## src/rtl/rv32i_mc_pkg.sv

```systemverilog
// -----------------------------------------------------------------------------
// rv32i_mc_pkg
// Shared constants for the multi-cycle RV32I control unit: opcodes, ALU
// operation codes, write-back source codes, FSM state encodings and trap causes.
// -----------------------------------------------------------------------------
package rv32i_mc_pkg;

   // RV32I base opcodes (instr[6:0])
   localparam logic [6:0] OP_TYPE_R  = 7'b0110011;
   localparam logic [6:0] OP_TYPE_I  = 7'b0010011;
   localparam logic [6:0] OP_TYPE_L  = 7'b0000011;
   localparam logic [6:0] OP_TYPE_S  = 7'b0100011;
   localparam logic [6:0] OP_TYPE_B  = 7'b1100011;
   localparam logic [6:0] OP_TYPE_LU = 7'b0110111;
   localparam logic [6:0] OP_TYPE_AU = 7'b0010111;
   localparam logic [6:0] OP_TYPE_J  = 7'b1101111;
   localparam logic [6:0] OP_TYPE_JL = 7'b1100111;

   // ALU operation codes, {instr[30], funct3}
   localparam logic [3:0] ALU_ADD  = 4'b0000;
   localparam logic [3:0] ALU_SUB  = 4'b1000;
   localparam logic [3:0] ALU_SLL  = 4'b0001;
   localparam logic [3:0] ALU_SLT  = 4'b0010;
   localparam logic [3:0] ALU_SLTU = 4'b0011;
   localparam logic [3:0] ALU_XOR  = 4'b0100;
   localparam logic [3:0] ALU_SRL  = 4'b0101;
   localparam logic [3:0] ALU_SRA  = 4'b1101;
   localparam logic [3:0] ALU_OR   = 4'b0110;
   localparam logic [3:0] ALU_AND  = 4'b0111;

   // Register-file write-back source select
   localparam logic [2:0] RFWD_ALU   = 3'b000;
   localparam logic [2:0] RFWD_LOAD  = 3'b001;
   localparam logic [2:0] RFWD_LUI   = 3'b010;
   localparam logic [2:0] RFWD_AUIPC = 3'b011;
   localparam logic [2:0] RFWD_PC4   = 3'b100;

   // FSM state encodings (visible on stateDbg)
   typedef logic [2:0] state_e;
   localparam state_e ST_FETCH  = 3'd0;
   localparam state_e ST_DECODE = 3'd1;
   localparam state_e ST_EXE    = 3'd2;
   localparam state_e ST_MEM    = 3'd3;
   localparam state_e ST_WB     = 3'd4;
   localparam state_e ST_TRAP   = 3'd5;

   // Trap cause encodings
   typedef logic [1:0] trap_cause_e;
   localparam trap_cause_e TC_NONE    = 2'b00;
   localparam trap_cause_e TC_ILLEGAL = 2'b01;
   localparam trap_cause_e TC_DMEM_TO = 2'b10;

endpackage

```

## src/rtl/rv32i_main_decoder.sv

```systemverilog
// -----------------------------------------------------------------------------
// rv32i_main_decoder
// Purely combinational static decode of the instruction register.
//   instrCode     in   32  instruction register contents
//   aluSrcMuxSel  out  1   1 = immediate operand
//   RFWDSrcMuxSel out  3   write-back source select
//   aluControl    out  4   ALU operation (unqualified by state)
//   regWrite      out  1   instruction writes rd in its EXE cycle
//   isLoad        out  1   load instruction
//   isStore       out  1   store instruction
//   isBranch      out  1   conditional branch
//   isJal         out  1   JAL
//   isJalr        out  1   JALR
//   illegal       out  1   opcode not in RV32I base set handled here
// -----------------------------------------------------------------------------
module rv32i_main_decoder
   import rv32i_mc_pkg::*;
(
   input  logic [31:0] instrCode,
   output logic        aluSrcMuxSel,
   output logic [2:0]  RFWDSrcMuxSel,
   output logic [3:0]  aluControl,
   output logic        regWrite,
   output logic        isLoad,
   output logic        isStore,
   output logic        isBranch,
   output logic        isJal,
   output logic        isJalr,
   output logic        illegal
);

   logic [6:0] opcode;
   logic [2:0] funct3;
   logic [3:0] ops;

   assign opcode = instrCode[6:0];
   assign funct3 = instrCode[14:12];
   assign ops    = {instrCode[30], funct3};

   // Register/immediate fields are consumed by the datapath, not here.
   logic unused_fields;
   assign unused_fields = ^{instrCode[31], instrCode[29:15], instrCode[11:7]};

   always_comb begin
      aluSrcMuxSel  = 1'b0;
      RFWDSrcMuxSel = RFWD_ALU;
      aluControl    = ops;
      regWrite      = 1'b0;
      isLoad        = 1'b0;
      isStore       = 1'b0;
      isBranch      = 1'b0;
      isJal         = 1'b0;
      isJalr        = 1'b0;
      illegal       = 1'b0;
      case (opcode)
         OP_TYPE_R: begin
            regWrite = 1'b1;
         end
         OP_TYPE_I: begin
            aluSrcMuxSel = 1'b1;
            regWrite     = 1'b1;
            // instr[30] is part of the immediate except for SRAI
            aluControl   = (ops == ALU_SRA) ? ops : {1'b0, funct3};
         end
         OP_TYPE_L: begin
            aluSrcMuxSel  = 1'b1;
            RFWDSrcMuxSel = RFWD_LOAD;
            aluControl    = ALU_ADD;
            isLoad        = 1'b1;
         end
         OP_TYPE_S: begin
            aluSrcMuxSel = 1'b1;
            aluControl   = ALU_ADD;
            isStore      = 1'b1;
         end
         OP_TYPE_B: begin
            isBranch = 1'b1;
         end
         OP_TYPE_LU: begin
            RFWDSrcMuxSel = RFWD_LUI;
            regWrite      = 1'b1;
         end
         OP_TYPE_AU: begin
            RFWDSrcMuxSel = RFWD_AUIPC;
            regWrite      = 1'b1;
         end
         OP_TYPE_J: begin
            RFWDSrcMuxSel = RFWD_PC4;
            regWrite      = 1'b1;
            isJal         = 1'b1;
         end
         OP_TYPE_JL: begin
            aluSrcMuxSel  = 1'b1;
            RFWDSrcMuxSel = RFWD_PC4;
            aluControl    = ALU_ADD;
            regWrite      = 1'b1;
            isJalr        = 1'b1;
         end
         default: begin
            illegal = 1'b1;
         end
      endcase
   end

endmodule

```

## src/rtl/rv32i_mc_control_unit.sv

```systemverilog
// -----------------------------------------------------------------------------
// rv32i_mc_control_unit
// Multi-cycle RV32I control FSM (FETCH/DECODE/EXE/MEM/WB/TRAP) with memory
// ready handshakes, data-memory timeout trap and retired-instruction counter.
//   clk, reset      clock and synchronous active-high reset
//   instrCode       instruction register contents
//   imemReady       fetched instruction valid this cycle
//   dmemReady       data access completes this cycle
//   stallReq        hold in FETCH (instruction boundary)
//   regFileWe       register write strobe
//   aluControl      ALU operation
//   aluSrcMuxSel    1 = immediate operand
//   dataWe, dataRe  store / load strobes
//   RFWDSrcMuxSel   write-back source select
//   branch/jal/jalr PC-select qualifiers (EXE only)
//   pcEn, irEn      PC and instruction register loads
//   trap, trapCause sticky trap flag and cause
//   instret         retired-instruction count
//   stateDbg        current state encoding
// -----------------------------------------------------------------------------
module rv32i_mc_control_unit
   import rv32i_mc_pkg::*;
#(
   parameter int unsigned CNT_W        = 32,
   parameter int unsigned DMEM_TIMEOUT = 16,
   parameter int unsigned IMEM_WAIT_EN = 1
) (
   input  logic             clk,
   input  logic             reset,
   input  logic [31:0]      instrCode,
   input  logic             imemReady,
   input  logic             dmemReady,
   input  logic             stallReq,
   output logic             regFileWe,
   output logic [3:0]       aluControl,
   output logic             aluSrcMuxSel,
   output logic             dataWe,
   output logic             dataRe,
   output logic [2:0]       RFWDSrcMuxSel,
   output logic             branch,
   output logic             jal,
   output logic             jalr,
   output logic             pcEn,
   output logic             irEn,
   output logic             trap,
   output logic [1:0]       trapCause,
   output logic [CNT_W-1:0] instret,
   output logic [2:0]       stateDbg
);

   // Wide enough to hold DMEM_TIMEOUT; at least one bit when disabled.
   localparam int unsigned    TMO_W     = $clog2(DMEM_TIMEOUT + 2);
   localparam logic [TMO_W-1:0] TMO_LIMIT = TMO_W'(DMEM_TIMEOUT);
   localparam bit             TMO_EN    = (DMEM_TIMEOUT != 0);
   localparam bit             IMEM_WAIT = (IMEM_WAIT_EN != 0);

   state_e            state_q, state_d;
   trap_cause_e       cause_q, cause_d;
   logic              trap_q, trap_d;
   logic [TMO_W-1:0]  tmo_q, tmo_d, tmo_inc;
   logic [CNT_W-1:0]  instret_q;

   logic [3:0] dec_alu;
   logic       reg_write, is_load, is_store, is_branch, is_jal, is_jalr, illegal;
   logic       fetch_ok, strobe_en;
   logic       in_fetch, in_exe, in_mem, in_wb;

   rv32i_main_decoder u_decoder (
      .instrCode     (instrCode),
      .aluSrcMuxSel  (aluSrcMuxSel),
      .RFWDSrcMuxSel (RFWDSrcMuxSel),
      .aluControl    (dec_alu),
      .regWrite      (reg_write),
      .isLoad        (is_load),
      .isStore       (is_store),
      .isBranch      (is_branch),
      .isJal         (is_jal),
      .isJalr        (is_jalr),
      .illegal       (illegal)
   );

   // stallReq has priority over a ready instruction memory.
   assign fetch_ok = (imemReady || !IMEM_WAIT) && !stallReq;
   assign tmo_inc  = tmo_q + TMO_W'(1);

   always_comb begin
      state_d = state_q;
      cause_d = cause_q;
      tmo_d   = '0;
      case (state_q)
         ST_FETCH: begin
            if (fetch_ok) state_d = ST_DECODE;
         end
         ST_DECODE: begin
            if (illegal) begin
               state_d = ST_TRAP;
               cause_d = TC_ILLEGAL;
            end else begin
               state_d = ST_EXE;
            end
         end
         ST_EXE: begin
            state_d = (is_load || is_store) ? ST_MEM : ST_FETCH;
         end
         ST_MEM: begin
            // A ready access completes even on the cycle the limit would hit.
            if (dmemReady) begin
               state_d = is_load ? ST_WB : ST_FETCH;
            end else if (TMO_EN && (tmo_inc == TMO_LIMIT)) begin
               state_d = ST_TRAP;
               cause_d = TC_DMEM_TO;
            end else begin
               state_d = ST_MEM;
               tmo_d   = TMO_EN ? tmo_inc : '0;
            end
         end
         ST_WB: begin
            state_d = ST_FETCH;
         end
         ST_TRAP: begin
            state_d = ST_TRAP;
         end
         default: begin
            state_d = ST_FETCH;
         end
      endcase
   end

   assign trap_d = trap_q || (state_d == ST_TRAP);

   assign strobe_en = !reset;
   assign in_fetch  = (state_q == ST_FETCH);
   assign in_exe    = (state_q == ST_EXE);
   assign in_mem    = (state_q == ST_MEM);
   assign in_wb     = (state_q == ST_WB);

   assign irEn      = strobe_en && in_fetch && fetch_ok;
   assign regFileWe = strobe_en && ((in_exe && reg_write) || (in_wb && is_load));
   assign branch    = strobe_en && in_exe && is_branch;
   assign jal       = strobe_en && in_exe && is_jal;
   assign jalr      = strobe_en && in_exe && is_jalr;
   assign dataWe    = strobe_en && in_mem && is_store;
   assign dataRe    = strobe_en && in_mem && is_load;
   assign pcEn      = strobe_en && ((in_exe && !is_load && !is_store) ||
                                    (in_mem && is_store && dmemReady) ||
                                    in_wb);

   assign aluControl = (state_q == ST_TRAP) ? ALU_ADD : dec_alu;

   always_ff @(posedge clk) begin
      if (reset) begin
         state_q   <= ST_FETCH;
         cause_q   <= TC_NONE;
         trap_q    <= 1'b0;
         tmo_q     <= '0;
         instret_q <= '0;
      end else begin
         state_q <= state_d;
         cause_q <= cause_d;
         trap_q  <= trap_d;
         tmo_q   <= tmo_d;
         if (pcEn) instret_q <= instret_q + CNT_W'(1);
      end
   end

   assign trap      = trap_q;
   assign trapCause = cause_q;
   assign instret   = instret_q;
   assign stateDbg  = state_q;

endmodule

```

## config.mk

```make
export PLATFORM = sky130hd
export DESIGN_NAME = rv32i_mc_control_unit
export DESIGN_NICKNAME = d
export VERILOG_FILES = /design/src/rtl/rv32i_mc_pkg.sv /design/src/rtl/rv32i_main_decoder.sv /design/src/rtl/rv32i_mc_control_unit.sv
export SDC_FILE = /design/constraint.sdc
export NUM_CORES = 1
export LEC_CHECK = 0
export CAP_MARGIN = 20
export CORE_MARGIN = 1.5
export CORE_UTILIZATION = 40
export CTS_CLUSTER_DIAMETER = 150
export DETAILED_ROUTE_END_ITERATION = 16
export PLACE_DENSITY_LB_ADDON = 0.05
export SYNTH_ARGS = -nofsm -noshare
export SYNTH_HDL_FRONTEND = slang
export SYNTH_HIERARCHICAL = 1
export SYNTH_SLANG_ARGS = --single-unit
```

## constraint.sdc

```tcl
create_clock -name clk -period 2.8 [get_ports clk]
set_clock_uncertainty 0.1 [all_clocks]
set_input_delay 0.56 -clock clk [delete_from_list [all_inputs] [get_ports clk]]
set_output_delay 0.56 -clock clk [all_outputs]
set_load 0.01 [all_outputs]
```

# --- Yosys cells after proc, flatten, opt, wreduce, memory -nomap -nowiden ---
# Cells that the tools add are included.
op_classes:
  addsub: 2
  eq_ne: 20
  mux: 22
  n_bitwise: 1
  n_reduce_logical: 36
op_table:
  columns: ["operator", "count"]
  rows:
  - ["32-bit by 1-bit adder with 32-bit output (second input constant)", 1]
  - ["7-bit by 6-bit == test with 1-bit output (second input constant)", 3]
  - ["7-bit == test (second input constant)", 3]
  - ["1-bit logical AND", 18]
  - ["3-bit two-way mux", 5]
  - ["3-bit one-hot mux with 5 select lines", 1]
  - ["7-bit by 5-bit == test with 1-bit output (second input constant)", 2]
  - ["3-bit one-hot mux with 4 select lines", 1]
  - ["3-bit == test (second input constant)", 3]
  - ["9-bit OR reduction", 1]
  - ["2-bit two-way mux", 4]
  - ["4-bit two-way mux", 2]
  - ["4-bit one-hot mux with 2 select lines", 1]
  - ["4-bit OR reduction", 2]
  - ["7-bit by 2-bit == test with 1-bit output (second input constant)", 1]
  - ["1-bit two-way mux", 7]
  - ["3-bit by 2-bit == test with 1-bit output (second input constant)", 2]
  - ["6-bit OR reduction", 1]
  - ["5-bit by 1-bit adder with 5-bit output (second input constant)", 1]
  - ["5-bit == test (second input constant)", 1]
  - ["1-bit logical OR", 5]
  - ["4-bit == test (second input constant)", 1]
  - ["1-bit logical NOT", 4]
  - ["2-bit != test (second input constant)", 2]
  - ["9 further kinds", 9]
word_totals:
  reg_bits: 43
  input_bits: 37

# --- Longest topological paths before layout ---
depth:
  depth_word: 8
  ltp_mapped: 10
  ltp_nobuf: 8

# --- Modules after synthesis ---
# The synthesis kept the hierarchy.
modules_own_cells:
  columns: ["mod", "instances", "cells_each", "area_per_inst_um2"]
  rows:
  - ["rv32i_mc_control_unit", 1, 267, 2245.9]
  - ["rv32i_main_decoder", 1, 35, 206.4]

# --- Least setup slack after synthesis ---
# No wires, ideal clock.
synth_timing:
  kind: "input port to output port"
  startpoint: "in instrCode[6]"
  endpoint: "out pcEn"
  arrival_ns: 2.398
  required_ns: 2.140
  slack_ns: -0.258
  stages: 8
  path_buffers: 2
  path_cell_list: "or2_1 > nor4_1 > nand3_1 > nor3b_2 > buf_2 > buf_2 > nor2_1 > nor2_1"
synth_lines:
  columns: ["item", "line_no", "source"]
  rows:
  - ["from (decl)", "rv32i_mc_control_unit.sv:30", "input logic [31:0] instrCode,"]
  - ["7-bit by 6-bit == test with 1-bit output *", "rv32i_main_decoder.sv:55", "case (opcode)"]
  - ["1-bit two-way mux *", "rv32i_main_decoder.sv:55", null]
  - ["via is_store", "rv32i_mc_control_unit.sv:64", "logic reg_write, is_load, is_store, is_branch, is_jal, is_jalr, illegal;"]
  - ["1-bit logical NOT / 1-bit logical AND (equally long branches)", "rv32i_mc_control_unit.sv:144, rv32i_mc_control_unit.sv:145", null]
  - ["1-bit logical AND (on tied branches)", "rv32i_mc_control_unit.sv:144, rv32i_mc_control_unit.sv:145", null]
  - ["1-bit logical OR *", "rv32i_mc_control_unit.sv:144", "assign pcEn = strobe_en && ((in_exe && !is_load && !is_store) ||"]
  - ["1-bit logical OR *", "rv32i_mc_control_unit.sv:145", "(in_mem && is_store && dmemReady) ||"]
  - ["1-bit logical AND *", "rv32i_mc_control_unit.sv:144", null]
  - ["to (decl)", "rv32i_mc_control_unit.sv:43", "output logic pcEn,"]
# The timed path passes the listed nets; every way through them passes the cells marked *.

# --- Final worst setup path ---
layout_timing:
  startpoint: "in reset"
  endpoint: "out irEn"
layout_between:
  elab_chain_len: 3
layout_rtl:
  columns: ["item", "line_no", "source"]
  rows:
  - ["from (decl)", "rv32i_mc_control_unit.sv:29", "input logic reset,"]
  - ["1-bit logical NOT", "rv32i_mc_control_unit.sv:131", "assign strobe_en = !reset;"]
  - ["1-bit logical AND (2 in a row)", "rv32i_mc_control_unit.sv:137", "assign irEn = strobe_en && in_fetch && fetch_ok;"]
  - ["to (decl)", "rv32i_mc_control_unit.sv:44", "output logic irEn,"]
# Every way passes these cells.

==> impl_metrics.ini <==
[outcome]
outcome = completed

[critical_path]
cp_num_cells = 4
cp_max_fo = 7
reg2reg_depth = 7
crit_family = buffers and inverters
cp-start-kind = input port
cp.arrival_ns = 2.06
ff2ff_setup_slack_ns = 0.49
cp-startpoint = reset
setup.worst_path.end = irEn
max_stage_delay_ns = 0.54
cp_cell_sequence = clkdlybuf4s50_1, nor2_1, and3b_1, clkdlybuf4s50_1
worst-setup-path-type = in -> out
r2r_start = stateDbg[1]
timing.rr.end = instret[21]
cp-end-kind = output port
critPathBufInv = 2
slowest_stage = clkdlybuf4s50_1
crit_top_cell = clkdlybuf4s50_1
crit_required_ns = 2.14

[timing]
setup_violations = 0
fin_setup_tns_ns = 0
timing.hold.ws_ns = 0.358
slew-limit-headroom = 0.681
worst_pin_slew_ns = 0.475
finalCritPeriodShare = 0.972
fin_crit_ns = 2.72
slew_viol_final = 0
hold_violations = 0
max_freq_mhz = 367
finalWorstSetupSlack_ns = 0.0780

[global_route]
gr-usage-all-layers = 0.191
antenna_found_initial = 0
grt_pass1_vias = 2082
grt_pass1_wl_um = 9980
grt_max_degree = 20
grt-ovfl-total = 0

[detailed_routing]
routed_via_density = 5.20
num_vias = 2476
wl_per_cell_um = 13.0
drt_iter0_markers = 69
ant_nets = 0
drcViolationCount = 0
dr.pass1.iters = 4
drt-total-wl_um = 6200

[yosys]
ys_seq_area_frac = 0.351
synth_cells = 302
synth.area.top_cells = dfxtp_1 35%, nor2_1 6.3%, xor2_1 6.1%
syn_avg_cell_area_um2 = 8.12
synth_top_area_share = 0.351
synth_area_um2 = 2450
synth.largest_area_cell = dfxtp_1
synthArstFlopShare = 0
ys.warnings.count = 6
synth_edf_count = 0
synth_nets = 342
synthFlopType = dfxtp_1
ys_ff_latch = 43
synth_cell_type_count = 50

[cells_and_area]
postLayoutCoreUtil = 0.604
drive_above_1_share = 0.172
syn2layout_area_growth_pct = 45.9
final_cells = 476
n_antenna_cell = 0
final_nets = 440

[place]
place_hpwl_um = 4490
place.gp.congestion = 0.883
pre_cts_ws_ns = -0.591
numPortBuffers = 69
dp_cells = 459

[cts]
cts_max_path_buffers = 2
cts_made_buffers = 5
cts_sinks = 43
clk_pin_slew_ns = 0.08
cts_tree = built
cts_hold_buf = 0
h-tree-depth = 2
clkLatencyLatePin_ns = 0.29
cts-root-buf = clkbuf_8

[power]
power.density_nw_per_um2 = 320
peakVddDrop_v = 0.000196
p_leak_nw = 1.33

[floorplan]
die-area_um2 = 6610
dieHeight_um = 81.3
num_rows = 28
initial_core_util = 0.414
fp.dieW_um = 81.3
coreArea_um2 = 5920
pin_count = 91

[run]
maxCapViolCount = 0

[min_path]
hold_class = reg -> reg
==> state kept, by name, summed over array words and instances (netlist names) <==
register and count:
tmo_q 5, stateDbg 3, trapCause 2, instret 32
trap 1
==> placed cells by master, fill, tap and decap left out, drive strengths merged, types with 2 or more instances in the layout <==
cell type	instances
nand3	10
and3	7
nand2	17
dlygate4sd2	8
nor3	5
clkbuf	11
dfxtp	43
or3	11
and3b	2
nor4b	2
nand2b	5
clkdlybuf4s50	53
o21ai	18
xnor2	4
and2	14
o2111ai	12
nor2b	5
ha	3
nor3b	2
nand3b	2
or4	4
xor2	17
a21oi	17
nor4	4
nor2	41
and4	4
nand4	6
o211ai	4
o22ai	2
inv	7
o31ai	5
buf	39
==> metrics by stage <==
stage	instance area (um2)	power (mW)
after CTS	3510	1.16
after global placement	3400	0.771
after global routing	3580	1.20
after floorplan	2480	0.697
final	3580	1.15
after detailed placement	3400	0.771
==> Yosys cell counts, types with 2 or more instances <==
cell type  number
nor2_1         41
nor2b_1         5
and3b_1         2
and3_1          7
and2_1         14
and4_1          4
nand3_1        10
o2111ai_1      11
xnor2_1         4
or4_1           4
o22ai_1         2
clkbuf_1        8
o21ai_0        16
xor2_1         17
nand3b_1        2
a21oi_1        17
o21ai_1         2
o211ai_1        3
nor3_1          5
dfxtp_1        43
or3_1          11
nand2b_1        5
buf_2           6
buf_6           2
ha_1            3
inv_1           7
nor4_1          4
nand4_1         5
nand2_1        17
o31ai_1         5
==> logic make-up (layout without fill, tap and decap cells) <==
| group | Yosys count | in the layout | share of synthesized area |
|---|---|---|---|
| and+or+nand+nor | 147 | 147 | 0.334 |
| buffers and inverters | 23 | 122 | 0.0444 |
| DFF | 43 | 43 | 0.351 |
| xor gates and xnor gates | 21 | 21 | 0.0750 |
| adders and majority gates | 3 | 3 | 0.0153 |
| AOI/OAI and AO/OA | 65 | 65 | 0.180 |
==> power breakdown <==
group	internal (mW)	leakage [nW]	switching [mW]
registers	0.616	0.347	0.00487
clock network	0.175	0.0412	0.214
logic	0.0706	0.939	0.0657
==> area by class of cell <==
class	instances	area (um2)
inverters	7	26.3
well taps	75	93.8
clock buffers	6	72.6
flip-flops and latches	43	861
clock inverters	2	12.5
repair buffers	107	946
multi-input cells	236	1570
fillers	552	2340
==> worst min-delay path by stage <==
stage | from | endpoint | depth (start not counted)
3_3_place_gp | trapCause[1] | trapCause[1] | 2
6_report | trapCause[1] | trapCause[1] | 2
3_5_place_dp | trapCause[1] | trapCause[1] | 2
4_1_cts | trapCause[1] | trapCause[1] | 2
2_1_floorplan | tmo_q[0] | tmo_q[0] | 1
5_1_grt | trapCause[1] | trapCause[1] | 2
==> worst min-delay path, stage by stage (launching register included) <==
cell and delay (ns):
dfxtp_1 0.32, nand2_1 0.05, nand2_1 0.05
==> routing by layer <==
metal	GRT usage	vias to the layer above	wire length, um
met5	0	-	0
met4	0.0534	0	68
met3	0.0360	7	249
met2	0.288	51	2820
met1	0.275	1134	3070
li1	-	1284	-
==> timing repair <==
action                     in CTS  in global routing
hold endpoints to repair        0                  0
buffers inserted                3                  6
pin swaps                       6                  4
setup endpoints to repair      23                 14
resized for setup              23                 20
Power figures use the tool's default switching activity.
